File: src/rtl/forwarding_scoreboard.sv
// Hazard/forwarding scoreboard: a DEPTH-slot in-flight destination pipe with per-slot
// result latency drives the decode stall, per-source forward selects and a stall counter.
module forwarding_scoreboard #(
  parameter int REG_W   = 5,
  parameter int NUM_SRC = 2,
  parameter int DEPTH   = 3,
  parameter int SEL_W   = 2,
  parameter int CNT_W   = 16
) (
  input  logic                     clk,
  input  logic                     rst_n,
  input  logic                     i_issue_valid,
  input  logic [REG_W-1:0]         i_issue_rd,
  input  logic                     i_issue_wb,
  input  logic [SEL_W-1:0]         i_issue_lat,
  input  logic [NUM_SRC*REG_W-1:0] i_rs,
  input  logic [NUM_SRC-1:0]       i_rs_used,
  input  logic [DEPTH-1:0]         i_flush_mask,
  input  logic                     i_cnt_clr,
  output logic                     o_stall,
  output logic [NUM_SRC*SEL_W-1:0] o_fwd_sel,
  output logic [CNT_W-1:0]         o_stall_cnt
);

  localparam logic [SEL_W-1:0] LAT_MAX = SEL_W'(DEPTH - 1);

  logic [DEPTH-1:0] r_vld;
  logic [DEPTH-1:0] r_wb;
  logic [REG_W-1:0] r_rd  [DEPTH];
  logic [SEL_W-1:0] r_lat [DEPTH];
  logic [CNT_W-1:0] r_cnt;

  logic                     w_stall;
  logic                     w_any_nr;
  logic [NUM_SRC*SEL_W-1:0] w_fwd_sel;
  logic [SEL_W-1:0]         w_lat_cl;
  logic [REG_W-1:0]         w_src;
  logic                     w_found;
  logic                     w_m;
  logic                     w_use;
  logic                     w_nr;
  logic [SEL_W-1:0]         w_hit_k;
  logic [SEL_W-1:0]         w_hit_lat;
  logic                     w_unused_flush;

  // The oldest slot retires regardless, so killing it has no observable effect.
  assign w_unused_flush = i_flush_mask[DEPTH-1];

  assign w_lat_cl = (i_issue_lat > LAT_MAX) ? LAT_MAX : i_issue_lat;

  // Per-source youngest-producer search, readiness and forward select.
  always_comb begin
    w_any_nr  = 1'b0;
    w_fwd_sel = '0;
    w_src     = '0;
    w_found   = 1'b0;
    w_m       = 1'b0;
    w_use     = 1'b0;
    w_nr      = 1'b0;
    w_hit_k   = '0;
    w_hit_lat = '0;
    for (int j = 0; j < NUM_SRC; j++) begin
      w_src     = i_rs[j*REG_W +: REG_W];
      w_found   = 1'b0;
      w_hit_k   = '0;
      w_hit_lat = '0;
      for (int k = 0; k < DEPTH; k++) begin
        w_m       = ~w_found & r_vld[k] & r_wb[k] & (r_rd[k] == w_src) & (w_src != '0);
        w_hit_k   = w_m ? SEL_W'(k) : w_hit_k;
        w_hit_lat = w_m ? r_lat[k]  : w_hit_lat;
        w_found   = w_found | w_m;
      end
      w_use    = i_rs_used[j] & w_found;
      w_nr     = w_use & (w_hit_k < w_hit_lat);
      w_any_nr = w_any_nr | w_nr;
      w_fwd_sel[j*SEL_W +: SEL_W] = (w_use & ~w_nr) ? (w_hit_k + SEL_W'(1)) : '0;
    end
  end

  // Outputs are forced quiet while reset is held, before the slots are known.
  assign w_stall     = rst_n & i_issue_valid & w_any_nr;
  assign o_stall     = w_stall;
  assign o_fwd_sel   = rst_n ? w_fwd_sel : '0;
  assign o_stall_cnt = r_cnt;

  // In-flight slot pipe: always advances; a stall or idle decode injects a bubble.
  always_ff @(posedge clk) begin
    if (!rst_n) begin
      r_vld <= '0;
      r_wb  <= '0;
      for (int k = 0; k < DEPTH; k++) begin
        r_rd[k]  <= '0;
        r_lat[k] <= '0;
      end
    end else begin
      r_vld[0] <= i_issue_valid & ~w_stall;
      r_wb[0]  <= i_issue_wb;
      r_rd[0]  <= i_issue_rd;
      r_lat[0] <= w_lat_cl;
      for (int k = 1; k < DEPTH; k++) begin
        r_vld[k] <= r_vld[k-1] & ~i_flush_mask[k-1];
        r_wb[k]  <= r_wb[k-1];
        r_rd[k]  <= r_rd[k-1];
        r_lat[k] <= r_lat[k-1];
      end
    end
  end

  // Saturating stall-cycle counter; clear wins over increment.
  always_ff @(posedge clk) begin
    if (!rst_n) begin
      r_cnt <= '0;
    end else if (i_cnt_clr) begin
      r_cnt <= '0;
    end else if (w_stall && (r_cnt != '1)) begin
      r_cnt <= r_cnt + CNT_W'(1);
    end else begin
      r_cnt <= r_cnt;
    end
  end

endmodule

File: config.mk
export PLATFORM = sky130hd
export DESIGN_NAME = forwarding_scoreboard
export DESIGN_NICKNAME = d
export VERILOG_FILES = /design/src/rtl/forwarding_scoreboard.sv
export SDC_FILE = /design/constraint.sdc
export NUM_CORES = 1
export LEC_CHECK = 0
export ABC_AREA = 1
export BUFFER_PORTS_ARGS = -buffer_cell sky130_fd_sc_hd__buf_4
export CAP_MARGIN = 20
export CORE_MARGIN = 10
export CORE_UTILIZATION = 56
export DETAILED_ROUTE_END_ITERATION = 16
export GPL_TIMING_DRIVEN = 0
export HOLD_SLACK_MARGIN = 0.05
export PLACE_DENSITY = 0.85
export SYNTH_ARGS = -nofsm -noshare
export SYNTH_HDL_FRONTEND = slang
export SYNTH_SLANG_ARGS = --single-unit
File: constraint.sdc
create_clock -name clk -period 2.1 [get_ports clk]
set_input_delay 0.42 -clock clk [delete_from_list [all_inputs] [get_ports clk]]
set_output_delay 0.42 -clock clk [all_outputs]
set_load 0.02 [all_outputs]
# Yosys cells after proc, flatten, opt, wreduce, memory -nomap -nowiden

Memory sizes are Yosys's and may differ from the RTL's.
Cells that the tools add are included.

Mux-type cells: 22
Equality and inequality tests: 7
Add/sub/neg operators: 3
Reduce and logical (&&, ||, !) cells: 4
$lt $le $gt $ge: 3
Bitwise logic cells: 53

Operator list:

| kind                                          | count |
|---|---|
| bitwise AND 1 bit                             | 32 |
| == test 5 bit                                 | 6 |
| two-way mux 2 bit                             | 14 |
| adder 16 x 1 -> 16 bit, second input constant | 1 |
| != test 16 bit, second input constant         | 1 |
| two-way mux 5 bit                             | 3 |
| bitwise OR 1 bit                              | 11 |
| NOT 1 bit                                     | 10 |
| nonzero test 5 bit                            | 2 |
| adder 2 x 1 -> 2 bit, second input constant   | 2 |
| less-than comparator 2 bit                    | 2 |
| two-way mux 1 bit                             | 4 |
| two-way mux 4 bit                             | 1 |
| > comparator 2 bit, second input constant     | 1 |
| OR reduction 2 bit                            | 1 |
| logical AND 1 bit                             | 1 |

Memory bits (writable): 21
Memories kept: 2
Output and inout bits: 21
Register bits: 22
Logic and storage cells: 97
Input bits: 27

Memory list:

| memory | words | bits a word | rd ports | clocked after Yosys merged registers in | wr ports | line | source |
|---|---|---|---|---|---|---|---|
| r_rd   | 3     | 5           | 3        | 0                                       | 3        | 29   | `logic [REG_W-1:0] r_rd [DEPTH];` |
| r_lat  | 3     | 2           | 3        | 0                                       | 3        | 30   | `logic [SEL_W-1:0] r_lat [DEPTH];` |

# Logic depth before layout (Yosys ltp)

Gate-level depths: netlist (run 1).

Word-level depth: 21
Gate-level depth with buffers: 17
Depth with buffers taken out: 16

# Worst setup path before layout (run 1)

No wires, ideal clock.

Path kind: input port to output port
Start: input i_rs[3]
End: output o_stall
Arrival time: 1.669 ns
Data required time: 1.680 ns
Cell stages on the path: 11
Slack: 0.011 ns
Path buffers: 1
Cell sequence: or2_4 nor2_4 nor2_1 nand3_2 nand3_2 nand3_2 nand3_2 nand2_4 buf_8 nand2_1 inv_1

Cells in the longest elaborated chain, start to end: 19
Elaborated cells between the ends (all ways): 28
Classes of those cells: order compare (1); eq/ne (3); mux (5); bitwise (18); reduce/logical (1)

Ends and longest elaborated chain:

| what                                                                   | line   | source |
|---|---|---|
| from (decl)                                                            | 16     | `input logic [NUM_SRC*REG_W-1:0] i_rs,` |
| == test 5 bit                                                          | 68     | `w_m = ~w_found & r_vld[k] & r_wb[k] & (r_rd[k] == w_src) & (w_src != '0);` |
| bitwise AND 1 bit (2 in series)                                        | 68     |  |
| NOT 1 bit                                                              | 68     |  |
| bitwise AND 1 bit (4 in series)                                        | 68     |  |
| bitwise OR 1 bit                                                       | 71     | `w_found = w_found \| w_m;` |
| NOT 1 bit                                                              | 68     |  |
| bitwise AND 1 bit (4 in series)                                        | 68     |  |
| two-way mux 2 bit, or another cell as far along                        | 69     | `w_hit_k = w_m ? SEL_W'(k) : w_hit_k;` |
| less-than comparator 2 bit / bitwise AND 1 bit (equally long branches) | 74, 73 |  |
| bitwise AND 1 bit (*)                                                  | 74     | `w_nr = w_use & (w_hit_k < w_hit_lat);` |
| bitwise OR 1 bit (*)                                                   | 75     | `w_any_nr = w_any_nr \| w_nr;` |
| bitwise AND 1 bit (*)                                                  | 81     | `assign w_stall = rst_n & i_issue_valid & w_any_nr;` |
| to (decl)                                                              | 20     | `output logic o_stall,` |

Mark *: on every way between the ends. The rest lies on a longest branch, timed or not.

==> results of run 1 <==
repair_timing:
item | in CTS | in global routing
pin swaps | 15 | 34
resized for setup | 26 | 62
endpoints found under the setup margin | 5 | 21
buffers inserted | 5 | 9
hold buffers | 0 | 0
cell families after synthesis:
family | after synthesis | share of synthesized area (%)
AND/OR/NAND/NOR | 264 | 46.0
buffers and inverters | 110 | 16.2
flip-flops | 43 | 32.0
XOR/XNOR | 11 | 3.58
AO/OA/AOI/OAI | 8 | 1.67
adder cells (fa/ha/maj) | 1 | 0.465
flip-flops by register name (all words and copies together), names as in the netlist:
| signal | cells |
|---|---|
| r_lat | 6 |
| o_stall_cnt | 16 |
| r_rd | 15 |
| r_vld | 3 |
| r_wb | 3 |
worst reg2reg max path: stages (launching register included):
cell and delay [ns]:
dfxtp_2 0.34, inv_1 0.06, nand2_1 0.10, nand3_2 0.11, nor2_4 0.13, inv_2 0.05
nor2_2 0.11, nand3_2 0.09, inv_2 0.07, nand2_2 0.05, nand3_2 0.09, nand2_4 0.07
buf_6 0.12, buf_12 0.12, buf_8 0.12, buf_8 0.12, buf_4 0.14, nand4_1 0.06
nand2_1 0.07, nor2_1 0.11
final cells by class:
class	count	area [um2]	share of cell area, %
clock inverters	2	35.0	0.985
flip-flops and latches	43	892	25.1
plain buffers	7	42.5	1.20
multi-input cells	284	1560	44.0
repair buffers	60	489	13.8
clock buffers	6	82.6	2.32
inverters	102	383	10.8
well taps	54	67.6	1.90
power groups by stage:
| stage | clock network [mW] | logic [mW] | registers [mW] |
|---|---|---|---|
| after floorplan | 0 | 0.107 | 0.865 |
| after global placement | 0 | 0.178 | 0.869 |
| after detailed placement | 0 | 0.181 | 0.869 |
| after CTS | 0.691 | 0.187 | 0.851 |
| after global routing | 0.721 | 0.234 | 0.855 |
| final | 0.676 | 0.211 | 0.852 |
routing by layer:
| metal | wire [um] | vias up | share of wire, % |
|---|---|---|---|
| li1 | - | 1430 | - |
| met1 | 2930 | 1254 | 41 |
| met2 | 3550 | 76 | 50 |
| met3 | 440 | 17 | 6.2 |
| met4 | 195 | 0 | 2.7 |
| met5 | 0 | - | 0 |
worst paths after layout:
path	from	end	slack, ns	depth (start not counted)
hold / removal	i_flush_mask[0]	r_vld[1]$_SDFF_PN0_	0.26	2
setup reg to reg	r_rd[0][13]$_SDFF_PN0_	o_stall_cnt[3]$_SDFFE_PP0P_	-0.09	19
setup / recovery	r_rd[0][13]$_SDFF_PN0_	o_stall	-0.15	14
hold reg to reg	r_rd[0][6]$_SDFF_PN0_	r_rd[0][11]$_SDFF_PN0_	0.42	2
metrics by stage:
stage / instances / total power, mW
3_3_place_gp: 537 / 1.05
2_1_floorplan: 437 / 0.972
3_5_place_dp: 537 / 1.05
5_1_grt: 558 / 1.81
6_report: 558 / 1.74
4_1_cts: 549 / 1.73
synth_stat cells (3+ instances only):
| master | n |
|---|---|
| dfxtp_1 | 43 |
| xor2_1 | 5 |
| nand3_2 | 15 |
| nand4_1 | 16 |
| inv_2 | 14 |
| nand2_2 | 3 |
| nand2_1 | 132 |
| nor2_1 | 53 |
| nor2_2 | 6 |
| nor3_1 | 3 |
| inv_1 | 86 |
| xnor2_1 | 6 |
| nand3_1 | 27 |
| a21oi_1 | 3 |
==> summary.md, run 1 <==
| Metric | Value |
|---|---|
| Synth top area cells | dfxtp_1 (32%), nand2_1 (18%), inv_1 (12%) |
| Initial antenna violation count | 0 |
| Crit-path cells | inv_1, nand2_1, nand3_2, nor2_4, buf_4, nand3_1, nand3_1, nand2_1, inv_2, nand3_2, nand2_4, nand2_4, inv_2, buf_6 |
| DR iter-0 viols | between 150 and 200 |
| Final hold slack | ~0.26 ns |
| Synth Instances | 437 |
| Post-route ant nets | 0 |
| Share of power burned in combinational logic | around 12% |
| CTS Buffer Depth | 2 |
| CP max-delay cell | dfxtp_2 |
| H-tree depth | 2 |
| Most common cell after layout, fill and taps aside | nand2_1 |
| Core box area | roughly 0.0047 mm2 |
| Share of power burned in registers | between 40 and 50% |
| Finished Core Util | roughly three quarters |
| Delay of the slowest critical-path stage | approximately 0.34 ns |
| Worst-skew pair later-pin latency | ~0.30 ns |
| Grt ovf | 0 |
| Synthesized area | ~0.0027 mm2 |
| Seq/Total Area, Yosys | about a third |
| GR Util met1 | a little under 20% |
| WP buf/inv | 5 |
| Layout area overhead | 32.2% |
| Wirelength per Cell | around 13 um |
| Die area | ~0.008 mm2 |
| Status | complete, but fails checks |
| Largest net degree at the start of global routing | 14 |
| DP Area | between 0.003 and 0.004 mm2 |
| Worst VDD drop | between 0.0003 and 0.0004 V |
| Most frequent cells in the layout | nand2_1 (121), inv_1 (77), buf_4 (54) |
| Initial core utilization | between 50 and 60% |
| # fillers | about 350 |
| Post-Syn Nets | around 470 |
| Hold Path Class | in2reg |
| Pwr/cell area | roughly 500 mW/mm2 |
| CTS Buf Count | 5 |
| I/O Pins | between 40 and 50 |
| Clock transition at the registers of the reported paths | 0.08 ns |
| Power share of the clock group | approximately 39% |
| Top cell type's share of synthesized area | 32.0% |
| Drt total wl | just over 7000 um |
| First drt pass iteration count | 4 |
| Min setup slack post-route | -0.151 ns |
| First-pass GRT wire length | 11100 um |
| RSZ-0062 raised after global routing | yes |
| Clk sinks | 43 |
| Die Y | approximately 89 um |
| GRT Util Overall | between 10% and 20% |
| Sw frac | approximately 25% |
| Total Nets Final | around 530 |
| Syn Area/Cell | 6.16 um2 |
| CP required | around 1.7 ns |
| Layout cell share with drive strength beyond 1 | 34.5% |
| Hpwl dp | ~5000 um |
| Final min period | 2.25 ns |
| Power Internal | approximately 1.3 mW |
| Yosys reg bits | 43 |
| Vias in the first global route | 2621 |
| Vias | ~2800 |
| Synth warnings | 0 |
| Placement Setup Slack | -0.338 ns |
| Failing checks | setup timing |
| Vias/cell | about 5 |
| Slew headroom | approximately two thirds |
| Peak Freq | between 0.4 and 0.5 GHz |
| Final Slew Violations | 0 |
| Grt met2 use | just under 30% |
| Drt drc | 0 |
| Setup tns final | -1.07 ns |
| M3 GR Usage | under 10% |
| CP endpoint kind | output port |
| Clock tree from TritonCTS | built |
| PortBufs | 46 |
| RD Place Congestion | approximately 0.89 |
| Site Rows | 25 |
| CP Class | reg2out |
| Max Cap Violations | 0 |
| Width of the chip | around 89 um |
| CTS root buf | clkbuf_8 |
| Fin crit share | 107% |
| CP Max Fanout | 3 |
| Asr flop ratio synth | 0% |
| Startpoint Class | register |
| Post-synth top area cell | dfxtp_1 |
| Synth cell types | 33 |
| Post-synth EDFFs | 0 |
| Final hold violations | 0 |
| Switching Power | around 430 uW |
| Cell family with most CP delay | simple AND/OR/NAND/NOR gates |
| Critical Path AT | 1.83 ns |
| Slew @ Worst Pin | ~0.52 ns |
| Main synth FF type | dfxtp_1 |
| Antenna cells | 0 |
| Final setup viols | 16 |
| Pleak | around 1.9 nW |
| Worst Clk Skew | about 0.011 ns |
| Gr busiest metal | met2 |
| Final Instance Area | between 0.003 and 0.004 mm2 |
No activity file was read; power rests on OpenSTA's default activity.
==> run 2: changes to the inputs <==
Settings changed: REMOVE_ABC_BUFFERS set to 1.
==> run 2 against run 1 <==
  * The flow still finishes with violations (setup timing)
  * Sequential share of layout area up 0.69 points
  * Critical path depth decreased by 1
  * Combinational power shrank 8%
  * Clock-buffer cell count did not move
  * Die area unchanged
  * Sequential power barely moved
  * Sequential cell count stayed put
  * Register-to-register slack better by 0.19 ns
  * Cell area decreased by 2.1%
  * Cell count down 2.0%
  * Routed wire length is 2.5% lower
  * Hold slack got worse by 0.0016 ns
  * Critical endpoint unchanged
==> summary.md, run 2 (synthesis results as in run 1) <==
| Metric | Value |
|---|---|
| H-tree depth | 2 |
| RD Place Congestion | about 0.9 |
| Startpoint Class | register |
| Reg2reg path depth | 15 |
| Hold Path Class | in2reg |
| Crit path top cell by count | nand2_1 |
| Initial core utilization | a little under three fifths |
| Die Y | between 80 and 90 um |
| Max Cap Violations | 0 |
| Slew headroom | between 70% and 80% |
| Final Slew Violations | 0 |
| CP Max Fanout | 3 |
| PortBufs | 46 |
| Worst Clk Skew | roughly 0.0067 ns |
| CTS Buf Count | 5 |
| CP max-delay cell | dfxtp_2 |
| Post-route ant nets | 0 |
| Layout cell share with drive strength beyond 1 | 33.5% |
| DR iter-0 viols | 156 |
| Delay of the slowest critical-path stage | 0.35 ns |
| Vias | 2714 |
| I/O Pins | 48 |
| Grt ovf | 0 |
| Placed cells | 529 |
| CP required | 1.68 ns |
| Worst VDD drop | 0.000340 V |
| Clk sinks | 43 |
| Critical Path AT | about 1.9 ns |
| Finished Core Util | between 70% and 80% |
| Final setup viols | 5 |
| Final hold violations | 0 |
| Drt total wl | between 6000 and 7000 um |
| Antenna cells | 0 |
| Min-Delay Path Depth | 2 |
| Crit-path cells | inv_1, nand2_1, nand2_1, nor2_1, nand2_1, nor2_4, nand4_1, nand2_4, nand3_4, nand2_8, nand2_4, inv_2, buf_6 |
| Post-CTS Hold Fix Bufs | 0 |
| Drt drc | 0 |
| Width of the chip | around 89 um |
| Layout area overhead | 29.3% |
| FF-to-FF Start | r_rd[0][11]$_SDFF_PN0_ |
| Worst-skew pair later-pin latency | roughly 0.29 ns |
| Pwr/cell area | around 450 mW/mm2 |
| Clock tree from TritonCTS | built |
| CP Class | reg2out |
| CP endpoint kind | output port |
| R2R Path End | o_stall_cnt[1]$_SDFFE_PP0P_ |
| CTS Buffer Depth | 2 |
| Site Rows | 25 |
| Most common cell after layout, fill and taps aside | nand2_1 |
| Pleak | 1.84 nW |
| RSZ-0062 raised after global routing | yes |
| Most frequent cells in the layout | nand2_1 (121), inv_1 (80), buf_4 (52) |
| Failing checks | setup timing |
| CTS root buf | clkbuf_8 |
| Status | complete, but fails checks |
| Initial antenna violation count | 0 |
| Total Nets Final | between 500 and 600 |
| Clock transition at the registers of the reported paths | ~0.080 ns |
| Final min period | around 2.3 ns |
| Hpwl dp | 4780 um |
| Vias/cell | between 4 and 5 |
| Layout Cells excl Fill | ~550 |
| Setup slack, reg-to-reg | 0.10 ns |
| Placement Setup Slack | -0.409 ns |
| Hold Startpoint | i_flush_mask[0] |
| Largest register FFs | 16 |
| First-pass GRT wire length | 11200 um |
| Hold EP | r_vld[1]$_SDFF_PN0_ |
| GRT Util Overall | between 15 and 20% |
| First drt pass iteration count | 4 |
| Vias in the first global route | ~2600 |
| Peak Freq | 0.436 GHz |
| Largest net degree at the start of global routing | 31 |
| Die area | around 0.0080 mm2 |
| Min setup slack post-route | -0.193 ns |
| Core box area | between 0.004 and 0.005 mm2 |
| Fin crit share | 109% |
| Slew @ Worst Pin | 0.409 ns |
| Wirelength per Cell | about 13 um |
-- run 2: where the power goes --
group / internal, mW / switching (mW)
clock network: 0.233 / 0.283
logic: 0.0824 / 0.112
registers: 0.833 / 0.0188
total: 1.15 / 0.414
-- run 2: through the flow --
| stage | setup TNS [ns] | hold slack, ns | cell area, um2 | total power, mW |
|---|---|---|---|---|
| final | -0.845 | 0.262 | 3480 | 1.56 |
| after global placement | -0.455 | 0.389 | 3050 | 1.04 |
| after detailed placement | -1.23 | 0.402 | 3050 | 1.04 |
| after CTS | -0.745 | 0.259 | 3250 | 1.57 |
| after floorplan | -0.00607 | 0.386 | 2640 | 0.963 |
| after global routing | -1.76 | 0.253 | 3480 | 1.64 |
-- run 2: worst max path at each step --
stage	slack (ns)	to	start	cells after the start
6_report	-0.19	o_stall	r_rd[0][11]$_SDFF_PN0_	13
5_1_grt	-0.32	o_stall	r_rd[0][11]$_SDFF_PN0_	13
4_1_cts	-0.18	o_fwd_sel[1]	r_rd[0][12]$_SDFF_PN0_	11
3_5_place_dp	-0.41	o_stall	i_rs[3]	15
3_3_place_gp	-0.32	o_stall	i_rs[2]	13
2_1_floorplan	-0.006	o_stall	i_rs[3]	10
-- run 2: per-layer routing --
metal	track usage, %	share of wire (%)	vias up
li1	-	-	1413
met1	18.9	40	1191
met2	31.2	51	87
met3	5.01	6.9	23
met4	7.08	2.8	0
met5	0	0	-
-- run 2: what timing repair did --
item                                    in CTS  in global routing
resized for setup                           24                 58
endpoints found under the setup margin       5                 17
buffers inserted                             5                  4
cloned                                       1                  0
pin swaps                                   13                 29
-- run 2: cell type report --
cell class / count / area, um2
multi-input combinational: 285 / 1620
fill: 383 / 1210
sequential: 43 / 897
timing repair buffer: 55 / 424
inverter: 102 / 384
clock buffer: 6 / 72.6
tap: 54 / 67.6
clock inverter: 2 / 12.5
-- run 2: critical path, delay by kind of cell, from the launching register on --
| family | cells | cell delay, ns |
|---|---|---|
| buffers and inverters | 3 | 0.22 |
| flip-flops | 1 | 0.35 |
| AND/OR/NAND/NOR | 10 | 1.01 |
==> run 3: changes to the inputs <==
Settings changed: CORE_MARGIN 10 to 2, SKIP_CTS_REPAIR_TIMING set to 1, TNS_END_PERCENT set to 10.
==> run 3 against run 2 <==
  * The run still ends with setup timing left
  * Core utilization fell by 0.83 points
  * Clock-buffer cell count is the same
  * Sequential cell count unchanged
  * Combinational power barely moved
  * Sequential share of layout area grew 0.15 points
  * Clock skew fell by 0.0018 ns
  * Cell area is 1.1% lower
  * Cell count fell by 0.37%
  * Sequential power about the same
==> summary.md, run 3 (synthesis results as in run 1) <==
| Metric | Value |
|---|---|
| Initial antenna violation count | 0 |
| WP buf/inv | 4 |
| Die area | around 0.0054 mm2 |
| Critical Path AT | around 1.9 ns |
| First-pass GRT wire length | slightly below 10000 um |
| CTS root buf | clkbuf_8 |
| CP max-delay cell | dfxtp_2 |
| Pleak | ~1.8 nW |
| # fillers | 396 |
| Most common cell after layout, fill and taps aside | nand2_1 |
| Antenna cells | 0 |
| Drt total wl | around 6300 um |
| Setup tns final | -0.718 ns |
| Pwr/cell area | around 520 mW/mm2 |
| CP endpoint kind | output port |
| Status | complete, but fails checks |
| Wirelength per Cell | 11.6 um |
| Hold Path Class | in2reg |
| Slew @ Worst Pin | 0.525 ns |
| Clock transition at the registers of the reported paths | around 0.080 ns |
| Vias in the first global route | about 2400 |
| Finished Core Util | about three quarters |
| Fin crit share | 108% |
| Largest net degree at the start of global routing | 31 |
| Width of the chip | 73.3 um |
| Die Y | approximately 73 um |
| Largest register FFs | 16 |
| Worst-skew pair later-pin latency | around 0.29 ns |
| CP required | approximately 1.7 ns |
| Failing checks | setup timing |
| Slew headroom | about 65% |
| Final Slew Violations | 0 |
| Cell family with most CP delay | simple AND/OR/NAND/NOR gates |
| CP Max Fanout | 4 |
| Startpoint Class | register |
| Delay of the slowest critical-path stage | about 0.36 ns |
| Max Cap Violations | 0 |
| Initial core utilization | between 50% and 60% |
| First drt pass iteration count | 4 |
| Vias/cell | just under 5 |
| GRT Util Overall | about a quarter |
| Final setup viols | 5 |
| Placement Setup Slack | -0.358 ns |
| Layout cell share with drive strength beyond 1 | 32.6% |
| RD Place Congestion | between 0.8 and 0.9 |
| Final min period | about 2.3 ns |
| Worst Clk Skew | 0.00489 ns |
| H-tree depth | 2 |
| RSZ-0062 raised after global routing | yes |
| Final hold violations | 0 |
| Vias | roughly 2700 |
| Final Instance Area | around 0.0034 mm2 |
| DR iter-0 viols | ~180 |
| Crit path top cell by count | inv_2 |
| CP Class | reg2out |
| Min setup slack post-route | -0.166 ns |
| Total power | roughly 1.8 mW |
| Peak Freq | roughly 0.44 GHz |
| Post-route ant nets | 0 |
| DP Area | between 0.003 and 0.004 mm2 |
| I/O Pins | 48 |
| Drt drc | 0 |
| Core box area | between 0.004 and 0.005 mm2 |
| Most frequent cells in the layout | nand2_1 (123), inv_1 (77), buf_4 (52) |
| Hpwl dp | around 4300 um |
| Total Nets Final | roughly 520 |
| Clk sinks | 43 |
| PortBufs | 46 |
| Worst VDD drop | around 0.00032 V |
| Crit-path cells | inv_2, nand2_2, nand2_2, nor2_2, nand2_1, nor2_2, nand3_1, nand2_1, inv_2, nand2_4, nand3_4, nand2_8, nand2_4, inv_2, buf_6 |
| Clock tree from TritonCTS | built |
| Grt ovf | 0 |
| CTS Buf Count | 5 |
| Layout area overhead | 27.9% |
| Site Rows | 25 |
| CTS Buffer Depth | 2 |
## run 3: cell types whose count changed in the layout (fill, tap and decap cells not counted), sizes merged
cell,delta
bufinv,+2
buf,-2
clkinv,-2
## run 3: final cells by class
cell class | count | area [um2] | share of cell area, %
Inverter | 102 | 387 | 11.2
Tap cell | 54 | 67.6 | 1.96
Clock buffer | 6 | 72.6 | 2.11
Timing Repair Buffer | 53 | 402 | 11.7
Sequential cell | 43 | 892 | 25.9
Multi-Input combinational cell | 285 | 1560 | 45.3
Clock inverter | 2 | 60.1 | 1.75
## run 3: worst paths after layout
check,from,to,slack [ns],depth (start not counted)
worst max-delay path,r_rd[0][5]$_SDFF_PN0_,o_stall,-0.17,15
worst min-delay path,i_flush_mask[0],r_vld[1]$_SDFF_PN0_,0.26,2
worst max register to register,r_rd[0][5]$_SDFF_PN0_,o_stall_cnt[1]$_SDFFE_PP0P_,0.15,17
worst min register to register,r_lat[0][2]$_SDFF_PN0_,r_lat[0][4]$_SDFF_PN0_,0.42,2
## run 3: power by group
group          internal [mW]  leakage, nW  switching [mW]
Sequential             0.834        0.358          0.0193
Combinational         0.0837         1.41           0.112
Clock                  0.475       0.0654           0.278
## run 3: layer usage
metal	part of all wire, %	track usage (%)	vias up
li1	-	-	1412
met1	44	27.0	1213
met2	51	41.5	56
met3	3.8	4.80	9
met5	0	0	-
met4	1.6	9.29	0
## run 3: through the flow
stage,cells,hold slack (ns)
5_1_grt,545,0.252
2_1_floorplan,429,0.386
3_5_place_dp,529,0.402
4_1_cts,537,0.255
6_report,545,0.260
3_3_place_gp,529,0.389
